$ cat config.mk
export PLATFORM = sky130hd
export DESIGN_NAME = btn_debounce_pulse_flat
export DESIGN_NICKNAME = d
export VERILOG_FILES = /design/src/rtl/btn_debounce_pulse_pkg.sv /design/src/rtl/btn_debounce_pulse_if.sv /design/src/rtl/btn_debounce_pulse_ch.sv /design/src/rtl/btn_debounce_pulse.sv /design/src/flat_wrapper.sv
export SDC_FILE = /design/constraint.sdc
export NUM_CORES = 1
export LEC_CHECK = 0
export CORE_UTILIZATION = 45
export DETAILED_ROUTE_END_ITERATION = 8
export DONT_BUFFER_PORTS = 1
export PLACE_DENSITY = 0.68
export SYNTH_ARGS = -nofsm -noshare
export SYNTH_HDL_FRONTEND = slang
export SYNTH_SLANG_ARGS = --single-unit
$ cat constraint.sdc
create_clock -name Clk -period 2.4 [get_ports Clk]
set_input_delay 0.48 -clock Clk [delete_from_list [all_inputs] [get_ports Clk]]
set_output_delay 0.48 -clock Clk [all_outputs]
set_load 0.05 [all_outputs]
$ cat src/rtl/btn_debounce_pulse_pkg.sv
// Shared definitions for the push-button conditioner: debounce FSM state encoding,
// board button indices and the counter sizing helper.
package btn_debounce_pkg;

  typedef enum logic [1:0] {
    IDLE         = 2'd0,
    WAIT_PRESS   = 2'd1,
    HELD         = 2'd2,
    WAIT_RELEASE = 2'd3
  } btn_state_e;

  localparam int unsigned BTN_C = 32'd0;
  localparam int unsigned BTN_D = 32'd1;
  localparam int unsigned BTN_U = 32'd2;
  localparam int unsigned BTN_R = 32'd3;
  localparam int unsigned BTN_L = 32'd4;

  // Largest of three timing constants; one counter is shared by debounce and repeat timing.
  function automatic int unsigned max3(input int unsigned a, input int unsigned b,
                                       input int unsigned c);
    int unsigned m;
    m = a;
    if (b > m) m = b;
    if (c > m) m = c;
    return m;
  endfunction

endpackage

$ cat src/rtl/btn_debounce_pulse_if.sv
// Button bundle between the board pins and the game core: raw levels in,
// debounced level, press pulse and repeat pulse out.
interface btn_debounce_pulse_if #(
  parameter int unsigned N_BTN = 32'd5
) ();

  logic [N_BTN-1:0] Btn_In;
  logic [N_BTN-1:0] Btn_Level;
  logic [N_BTN-1:0] Btn_Pulse;
  logic [N_BTN-1:0] Btn_Repeat;

  modport master (
    output Btn_In,
    input  Btn_Level,
    input  Btn_Pulse,
    input  Btn_Repeat
  );

  modport slave (
    input  Btn_In,
    output Btn_Level,
    output Btn_Pulse,
    output Btn_Repeat
  );

endinterface

$ cat src/rtl/btn_debounce_pulse_ch.sv
// One button channel: 2-flop synchroniser, debounce FSM, registered level/pulse/repeat.
// Auto-repeat timing is built only when BTN_AUTO_REPEAT_EN is defined.
module btn_debounce_ch
  import btn_debounce_pkg::*;
#(
  parameter int unsigned DEBOUNCE_CYCLES = 32'd500000,
  parameter int unsigned REPEAT_DELAY    = 32'd25000000,
  parameter int unsigned REPEAT_PERIOD   = 32'd5000000
) (
  input  logic clk,
  input  logic reset,
  input  logic btn_raw,
  output logic level,
  output logic pulse,
  output logic rep
);

  localparam int unsigned CNT_W =
    $clog2(max3(DEBOUNCE_CYCLES, REPEAT_DELAY, REPEAT_PERIOD) + 32'd1);

  localparam logic [1:0] S_IDLE         = IDLE;
  localparam logic [1:0] S_WAIT_PRESS   = WAIT_PRESS;
  localparam logic [1:0] S_HELD         = HELD;
  localparam logic [1:0] S_WAIT_RELEASE = WAIT_RELEASE;

  localparam logic [CNT_W-1:0] DB_LAST = CNT_W'(DEBOUNCE_CYCLES - 32'd1);

  logic             s1_r, s2_r;
  logic [1:0]       state_r, state_s;
  logic [CNT_W-1:0] cnt_r, cnt_s;
  logic             level_r, level_s;
  logic             pulse_r, pulse_s;
  logic             rep_r, rep_s;
`ifdef BTN_AUTO_REPEAT_EN
  localparam logic [CNT_W-1:0] DLY_LAST = CNT_W'(REPEAT_DELAY - 32'd1);
  localparam logic [CNT_W-1:0] PER_LAST = CNT_W'(REPEAT_PERIOD - 32'd1);
  // Set once the first (long) repeat delay has elapsed in the current hold.
  logic             rep_phase_r, rep_phase_s;
`endif

  // Next-state, counter and output decode for the debounce FSM.
  always_comb begin
    state_s = state_r;
    cnt_s   = cnt_r;
    level_s = level_r;
    pulse_s = 1'b0;
    rep_s   = 1'b0;
`ifdef BTN_AUTO_REPEAT_EN
    rep_phase_s = rep_phase_r;
`endif
    case (state_r)
      S_IDLE: begin
        if (s2_r) begin
          state_s = S_WAIT_PRESS;
          cnt_s   = '0;
        end else begin
          state_s = S_IDLE;
        end
      end
      S_WAIT_PRESS: begin
        if (!s2_r) begin
          state_s = S_IDLE;
        end else if (cnt_r == DB_LAST) begin
          state_s = S_HELD;
          cnt_s   = '0;
          level_s = 1'b1;
          pulse_s = 1'b1;
          rep_s   = 1'b1;
`ifdef BTN_AUTO_REPEAT_EN
          rep_phase_s = 1'b0;
`endif
        end else begin
          cnt_s = cnt_r + CNT_W'(1);
        end
      end
      S_HELD: begin
        if (!s2_r) begin
          state_s = S_WAIT_RELEASE;
          cnt_s   = '0;
        end else begin
`ifdef BTN_AUTO_REPEAT_EN
          if (cnt_r == (rep_phase_r ? PER_LAST : DLY_LAST)) begin
            rep_s       = 1'b1;
            cnt_s       = '0;
            rep_phase_s = 1'b1;
          end else begin
            cnt_s = cnt_r + CNT_W'(1);
          end
`else
          state_s = S_HELD;
`endif
        end
      end
      S_WAIT_RELEASE: begin
        // A bounce back to 1 re-enters HELD without a new press pulse.
        if (s2_r) begin
          state_s = S_HELD;
          cnt_s   = '0;
`ifdef BTN_AUTO_REPEAT_EN
          rep_phase_s = 1'b0;
`endif
        end else if (cnt_r == DB_LAST) begin
          state_s = S_IDLE;
          level_s = 1'b0;
        end else begin
          cnt_s = cnt_r + CNT_W'(1);
        end
      end
      default: begin
        state_s = S_IDLE;
        cnt_s   = '0;
        level_s = 1'b0;
      end
    endcase
  end

  // Synchroniser, FSM state and registered outputs.
  always_ff @(posedge clk) begin
    if (reset) begin
      s1_r    <= 1'b0;
      s2_r    <= 1'b0;
      state_r <= S_IDLE;
      cnt_r   <= '0;
      level_r <= 1'b0;
      pulse_r <= 1'b0;
      rep_r   <= 1'b0;
`ifdef BTN_AUTO_REPEAT_EN
      rep_phase_r <= 1'b0;
`endif
    end else begin
      s1_r    <= btn_raw;
      s2_r    <= s1_r;
      state_r <= state_s;
      cnt_r   <= cnt_s;
      level_r <= level_s;
      pulse_r <= pulse_s;
      rep_r   <= rep_s;
`ifdef BTN_AUTO_REPEAT_EN
      rep_phase_r <= rep_phase_s;
`endif
    end
  end

  assign level = level_r;
  assign pulse = pulse_r;
  assign rep   = rep_r;

endmodule

$ cat src/rtl/btn_debounce_pulse.sv
// Push-button conditioner: N_BTN independent debounce channels behind one interface.
// Define BTN_AUTO_REPEAT_EN to enable auto-repeat pulses on Btn_Repeat.
module btn_debounce_pulse
  import btn_debounce_pkg::*;
#(
  parameter int unsigned N_BTN           = 32'd5,
  parameter int unsigned DEBOUNCE_CYCLES = 32'd500000,
  parameter int unsigned REPEAT_DELAY    = 32'd25000000,
  parameter int unsigned REPEAT_PERIOD   = 32'd5000000
) (
  input  logic                  Clk,
  input  logic                  reset,
  btn_debounce_pulse_if.slave   btn
);

  logic [N_BTN-1:0] level_s;
  logic [N_BTN-1:0] pulse_s;
  logic [N_BTN-1:0] rep_s;

  for (genvar i = 0; i < int'(N_BTN); i++) begin : g_ch
    btn_debounce_ch #(
      .DEBOUNCE_CYCLES (DEBOUNCE_CYCLES),
      .REPEAT_DELAY    (REPEAT_DELAY),
      .REPEAT_PERIOD   (REPEAT_PERIOD)
    ) u_ch (
      .clk     (Clk),
      .reset   (reset),
      .btn_raw (btn.Btn_In[i]),
      .level   (level_s[i]),
      .pulse   (pulse_s[i]),
      .rep     (rep_s[i])
    );
  end

  assign btn.Btn_Level  = level_s;
  assign btn.Btn_Pulse  = pulse_s;
  assign btn.Btn_Repeat = rep_s;

endmodule

$ cat src/flat_wrapper.sv
// flat-port wrapper written by rule: the top's interface ports become plain ports
module btn_debounce_pulse_flat import btn_debounce_pkg::*;
#(
  parameter int unsigned N_BTN           = 32'd5,
  parameter int unsigned DEBOUNCE_CYCLES = 32'd500000,
  parameter int unsigned REPEAT_DELAY    = 32'd25000000,
  parameter int unsigned REPEAT_PERIOD   = 32'd5000000
)
  (Clk, reset, btn_Btn_In, btn_Btn_Level, btn_Btn_Pulse, btn_Btn_Repeat);
  btn_debounce_pulse_if #(.N_BTN(N_BTN)) btn_i ();
  input  logic Clk;
  input  logic reset;
  input wire logic [$bits(btn_i.Btn_In)-1:0] btn_Btn_In;
  output wire logic [$bits(btn_i.Btn_Level)-1:0] btn_Btn_Level;
  output wire logic [$bits(btn_i.Btn_Pulse)-1:0] btn_Btn_Pulse;
  output wire logic [$bits(btn_i.Btn_Repeat)-1:0] btn_Btn_Repeat;
  assign btn_i.Btn_In = btn_Btn_In;
  assign btn_Btn_Level = btn_i.Btn_Level;
  assign btn_Btn_Pulse = btn_i.Btn_Pulse;
  assign btn_Btn_Repeat = btn_i.Btn_Repeat;
  btn_debounce_pulse #(.N_BTN(N_BTN), .DEBOUNCE_CYCLES(DEBOUNCE_CYCLES), .REPEAT_DELAY(REPEAT_DELAY), .REPEAT_PERIOD(REPEAT_PERIOD)) u_core (.Clk(Clk), .reset(reset), .btn(btn_i));
endmodule
==> results_dict.tcl, run 1 <==
set metrics [dict create \
    fp.dieW_um 135 \
    die_height_um 135 \
    skew_ns 0.0107 \
    grt_max_degree 44 \
    cp.required_ns 2.72 \
    coreArea_um2 17200 \
    finalWeightedCongestion 0.861 \
    status "finished clean" \
    via_per_inst 5.67 \
    hold_ws_ns 0.119 \
    cap_violations 0 \
    insertion_delay_ns 0.43 \
    dp_hpwl_um 11800 \
    rows 48 \
    synth_top_family_by_area "simple AND/OR/NAND/NOR gates" \
    min_path_cells 1 \
    ys.flop_type "dfxtp_1" \
    synthAdderAreaFrac_pct 0.790 \
    dr_total_vias 6870 \
    rr_worst_depth 6 \
    muxShareOfSynthArea_pct 0.253 \
    wirelength_um 17300 \
    drv_slew 0 \
    drc 0 \
    cts-root-buf "clkbuf_16" \
    cts_tree "built" \
    p_per_area_nw_per_um2 639 \
    setup_violations 0 \
    leakage_nw 2.98 \
    post-route-period-util_pct 94.9 \
    ys_top_cells_by_area "dfxtp_1 39%, xnor2_1 6.3%, nor2_1 6.0%" \
    drive_above_1_share_pct 9.42 \
    slew_headroom_pct 48.9 \
    cts_buffers 17 \
    overflow 0 \
    synth_area_um2 7920 \
    avgSynthCellArea_um2 8.16 \
    start_util_pct 46.0 \
    ys_seq_elements 155 \
    io_buffer_count 0 \
    max_freq_mhz 439 \
    async_flop_share_pct 0 \
    clock-sinks 155 \
    postSynthCellCount 971 \
    ir_drop_uv 646 \
    cp-end-kind "register" \
    antenna_found_initial 0 \
    areaGrowthSynthToFinish_pct 12.4 \
    diodes 0 \
    clk_pin_slew_ns 0.06 \
    synth_largest_area_cell "dfxtp_1" \
    setup_tns_ns 0 \
    wl_per_cell_um 14.3 \
    cts_max_path_buffers 2 \
    dr.pass1.iters 5 \
    yosysTopAreaCellShare_pct 39.2 \
    seq_area_frac_synth_pct 39.2 \
    synth_compound_area_share_pct 11.3 \
    synth_edf_count 0 \
    hold_viol 0 \
    syn_nets 983 \
    ioPinCount 22 \
    period_needed_ns 2.28 \
    arrival_ns 2.60 \
    grt_pass1_wl_um 29800 \
    die_area_um2 18100 \
    drt_iter0_markers 508 \
    worst_pin_slew_ns 0.758 \
    synth.distinct_cells 60 \
    fillers 1577 \
    grt_usage_pct 20.1 \
    worstPathMaxFanout 6 \
    ant_nets 0 \
    yosys.area_share.simple_pct 34.0 \
    cts.htree.levels 4 \
    cp-start-kind "register" \
    nets 987 \
    rsz0062_at_grt "false" \
    critPathKind "reg -> reg" \
    synthXorXnorAreaFrac_pct 10.1 \
    hold_path_class "in -> reg" \
    post-route-util_pct 51.6 \
    grt_pass1_vias 6198 \
    ys_warn_count 0 \
]
worst max-delay path, stage by stage (launching register included):
cell	delay, ns
dfxtp_1	0.39
ha_1	0.18
or4b_4	0.48
or4_4	0.55
o21ai_4	0.23
nor2_1	0.08
a211o_1	0.26
timing repair:
action	in CTS	in global routing
gates resized for setup	0	1
setup endpoints to repair	0	3
setup buffers	0	0
hold buffers	0	0
stage by stage:
stage / instance area (µm²) / std cells / total power [W] / setup WS [ns]
2_1_floorplan: 7920 / 971 / 0.00285 / 0.176
3_3_place_gp: 8260 / 1181 / 0.00288 / 0.166
3_5_place_dp: 8260 / 1181 / 0.00288 / 0.129
4_1_cts: 8890 / 1212 / 0.00576 / 0.108
5_1_grt: 8900 / 1212 / 0.00588 / 0.000282
6_report: 8900 / 1212 / 0.00569 / 0.121
synthesized netlist by cell type, types with 17 or more instances:
library cell and n:
dfxtp_1 155, nor2_1 127, nand2_1 72, nand3_1 63, xnor2_1 57, nor3_1 44, a21oi_1 42, nand4_1 42
nor4_1 34, xor2_1 34, clkbuf_1 33, o21ai_0 29, and3_1 19, nor2b_1 17
cell families (layout without fill, tap and decap cells):
kind of cell,count (synthesis),in the layout
and+or+nand+nor,502,502
DFF,155,155
AOI/OAI and AO/OA,141,141
xor gates and xnor gates,91,91
buffers and inverters,75,91
adders and majority gates,5,5
muxes,2,2
registers in the layout, indices dropped and copies added, names as in the netlist, named ones only:
register	cells
u_core.g_ch.u_ch.cnt_r	125
u_core.g_ch.u_ch.level	5
u_core.g_ch.u_ch.rep	5
u_core.g_ch.u_ch.s1_r	5
u_core.g_ch.u_ch.s2_r	5
u_core.g_ch.u_ch.state_r	5
report_power, final:
| group | switching [W] | internal (W) |
|---|---|---|
| Sequential | 0.0000665 | 0.00260 |
| Clock | 0.00108 | 0.00179 |
| Combinational | 0.0000983 | 0.0000624 |
| Total | 0.00124 | 0.00445 |
area by class of cell:
class,instances,area [µm²],area share (%)
Multi-Input combinational cell,741,4490,50.4
Sequential cell,155,3100,34.9
Clock buffer,20,457,5.13
Timing Repair Buffer,44,343,3.85
Tap cell,225,282,3.16
Clock inverter,11,169,1.90
Inverter,16,60.1,0.675
worst paths after layout:
check / startpoint / endpoint / slack, ns
setup / recovery: u_core.g_ch[3].u_ch.cnt_r[0] / u_core.g_ch[3].u_ch.cnt_r[17] / 0.12
hold / removal: reset / register / 0.12
hold reg to reg: u_core.g_ch[4].u_ch.s1_r / u_core.g_ch[4].u_ch.s2_r / 0.44
setup reg to reg: u_core.g_ch[3].u_ch.cnt_r[0] / u_core.g_ch[3].u_ch.cnt_r[17] / 0.12
routing by layer:
layer | track usage (%) | wire, µm | part of all wire (%) | vias up
met5 | 0 | 0 | 0 | -
met3 | 4.47 | 630 | 3.6 | 16
met4 | 5.87 | 170 | 0.98 | 0
met1 | 27.7 | 8740 | 50 | 3226
li1 | - | - | - | 3495
met2 | 31.4 | 7780 | 45 | 133
placed cells by master, fill, tap and decap left out, types with 4 or more instances in the layout:
master / n
nand2b_1: 10
nor4b_1: 10
and2_1: 5
ha_1: 5
nor3_1: 44
or3_1: 10
o21ai_1: 4
a211oi_1: 5
nand4_1: 42
o22ai_1: 5
nor2b_1: 17
dfxtp_1: 155
buf_4: 43
and4_1: 16
a21oi_1: 42
inv_1: 16
or2_2: 4
o31ai_1: 16
nand2_1: 72
nor3b_1: 4
clkbuf_16: 17
nor2_1: 127
nand4b_1: 4
and3_1: 19
nand3_1: 63
o211ai_1: 4
o21ai_0: 28
xnor2_1: 57
xor2_1: 34
o21a_1: 4
nand3b_1: 5
bufinv_16: 4
nor4_1: 34
clkinvlp_4: 4
a31oi_1: 8
a21o_1: 8
(Power assumes the default switching activity.)
==> inputs of run 2 (changes only) <==
- REMOVE_ABC_BUFFERS: not set -> 1
==> results_dict.tcl, run 2 (synthesis gave the netlist of run 1 again) <==
set metrics [dict create \
    status "finished clean" \
    ioPinCount 22 \
    arrival_ns 2.65 \
    rows 48 \
    finalWeightedCongestion 0.872 \
    final_cell_mix "155 x dfxtp_1, 127 x nor2_1, 72 x nand2_1" \
    nets 986 \
    p_per_area_nw_per_um2 613 \
    worstPathMaxFanout 6 \
    slew_headroom_pct 61.0 \
    multi_input_area_um2 4480 \
    coreArea_um2 17200 \
    drive_above_1_share_pct 9.32 \
    overflow 0 \
    rsz0062_at_grt "true" \
    ir_drop_uv 517 \
    dr.pass1.iters 5 \
    areaGrowthSynthToFinish_pct 11.3 \
    cts-root-buf "clkbuf_16" \
    skew_ns 0.00746 \
    cts_tree "built" \
    io_buffer_count 0 \
    grt_usage_pct 20.3 \
    fp.dieW_um 135 \
    layout_commonest_cell "dfxtp_1" \
    leakage_nw 2.95 \
    post-route-period-util_pct 97.8 \
    post_cts_resized 0 \
    insertion_delay_ns 0.42 \
    fillers 1613 \
    clkPwrFrac_pct 47.7 \
    power_frac_comb_pct 2.9 \
    post-route-util_pct 51.1 \
    wirelength_um 17300 \
    seq_area_um2 3100 \
    grtUsageMet3_pct 3.87 \
    top_usage_layer "met2" \
    grt_max_degree 44 \
    hold_path_class "in -> reg" \
    p_seq_share_pct 49.3 \
    cts_buffers 17 \
    diodes 0 \
    clock-sinks 155 \
    post_cts_buffers 0 \
    antenna_found_initial 0 \
    power_w 0.00540 \
    die_area_um2 18100 \
    start_util_pct 46.0 \
    ant_nets 0 \
    largest_reg_flops 125 \
    grt_pass1_vias 6408 \
    critPathKind "reg -> reg" \
    cts.htree.levels 4 \
    drc 0 \
    max_freq_mhz 426 \
    grt_use_met1_pct 26.3 \
    p_switching_w 0.00123 \
    worst_pin_slew_ns 0.584 \
    cp.required_ns 2.71 \
    die_height_um 135 \
    cp-start-kind "register" \
    swShare_pct 22.8 \
    wl_per_cell_um 14.3 \
    place_area_um2 8240 \
    hold_ws_ns 0.120 \
    finalWorstSetupSlack_ns 0.0537 \
    cp-end-kind "register" \
    cts_max_path_buffers 2 \
    final_area_um2 8810 \
    hold_viol 0 \
    dr_total_vias 6786 \
    pre_cts_slack_ns 0.117 \
    cap_violations 0 \
    period_needed_ns 2.35 \
    internal-power_w 0.00417 \
    clk_pin_slew_ns 0.06 \
    setup_violations 0 \
    drv_slew 0 \
    via_per_inst 5.60 \
    met2_usage_pct 33.4 \
    cts.hold.buffers_added 0 \
    grt_pass1_wl_um 30000 \
    top_register "u_core.g_ch.u_ch.cnt_r" \
    drt_iter0_markers 358 \
    dp_hpwl_um 11900 \
]
## run 2: critical path, cell delays in order, from the launching register on
cell	delay, ns
dfxtp_1	0.37
nor4b_1	0.43
nand4_1	0.24
or4_4	0.61
o21ai_4	0.23
nor2_1	0.08
a211o_1	0.27
## run 2: per-layer routing
metal	up-vias	wire length (µm)	part of all wire [%]
met5	-	0	0
met4	0	245	1.4
met3	22	677	3.9
met2	125	8000	46
met1	3151	8420	49
li1	3488	-	-
## run 2: worst paths after layout
kind / from / end / slack, ns / cells after the start
max reg2reg: u_core.g_ch[3].u_ch.cnt_r[7] / u_core.g_ch[3].u_ch.cnt_r[18] / 0.05 / 6
min reg2reg: u_core.g_ch[2].u_ch.s1_r / u_core.g_ch[2].u_ch.s2_r / 0.44 / 1
min: reset / u_core.g_ch[2].u_ch.s1_r / 0.12 / 1
max: u_core.g_ch[3].u_ch.cnt_r[7] / u_core.g_ch[3].u_ch.cnt_r[18] / 0.05 / 6
## run 2: metrics by stage
step,cells,setup TNS [ns]
floorplan,912,-2.64
global placement,1180,0
detailed placement,1180,0
CTS,1212,0
global route,1212,-0.0158
finish,1212,0
## run 2: final cells by class
| type | count | area share [%] |
|---|---|---|
| Tap cell | 225 | 3.19 |
| Sequential cell | 155 | 35.2 |
| Clock buffer | 23 | 5.42 |
| Inverter | 16 | 0.681 |
| Multi-Input combinational cell | 741 | 50.8 |
| Clock inverter | 9 | 1.01 |
| Timing Repair Buffer | 43 | 3.66 |
## run 2: power groups by stage
stage                     sequential, W  clock [W]  combinational [W]
after global routing            0.00267    0.00275           0.000179
after CTS                       0.00267    0.00264           0.000160
after floorplan                 0.00271          0           0.000104
after global placement          0.00272          0           0.000157
after detailed placement        0.00272          0           0.000159
final                           0.00267    0.00258           0.000158
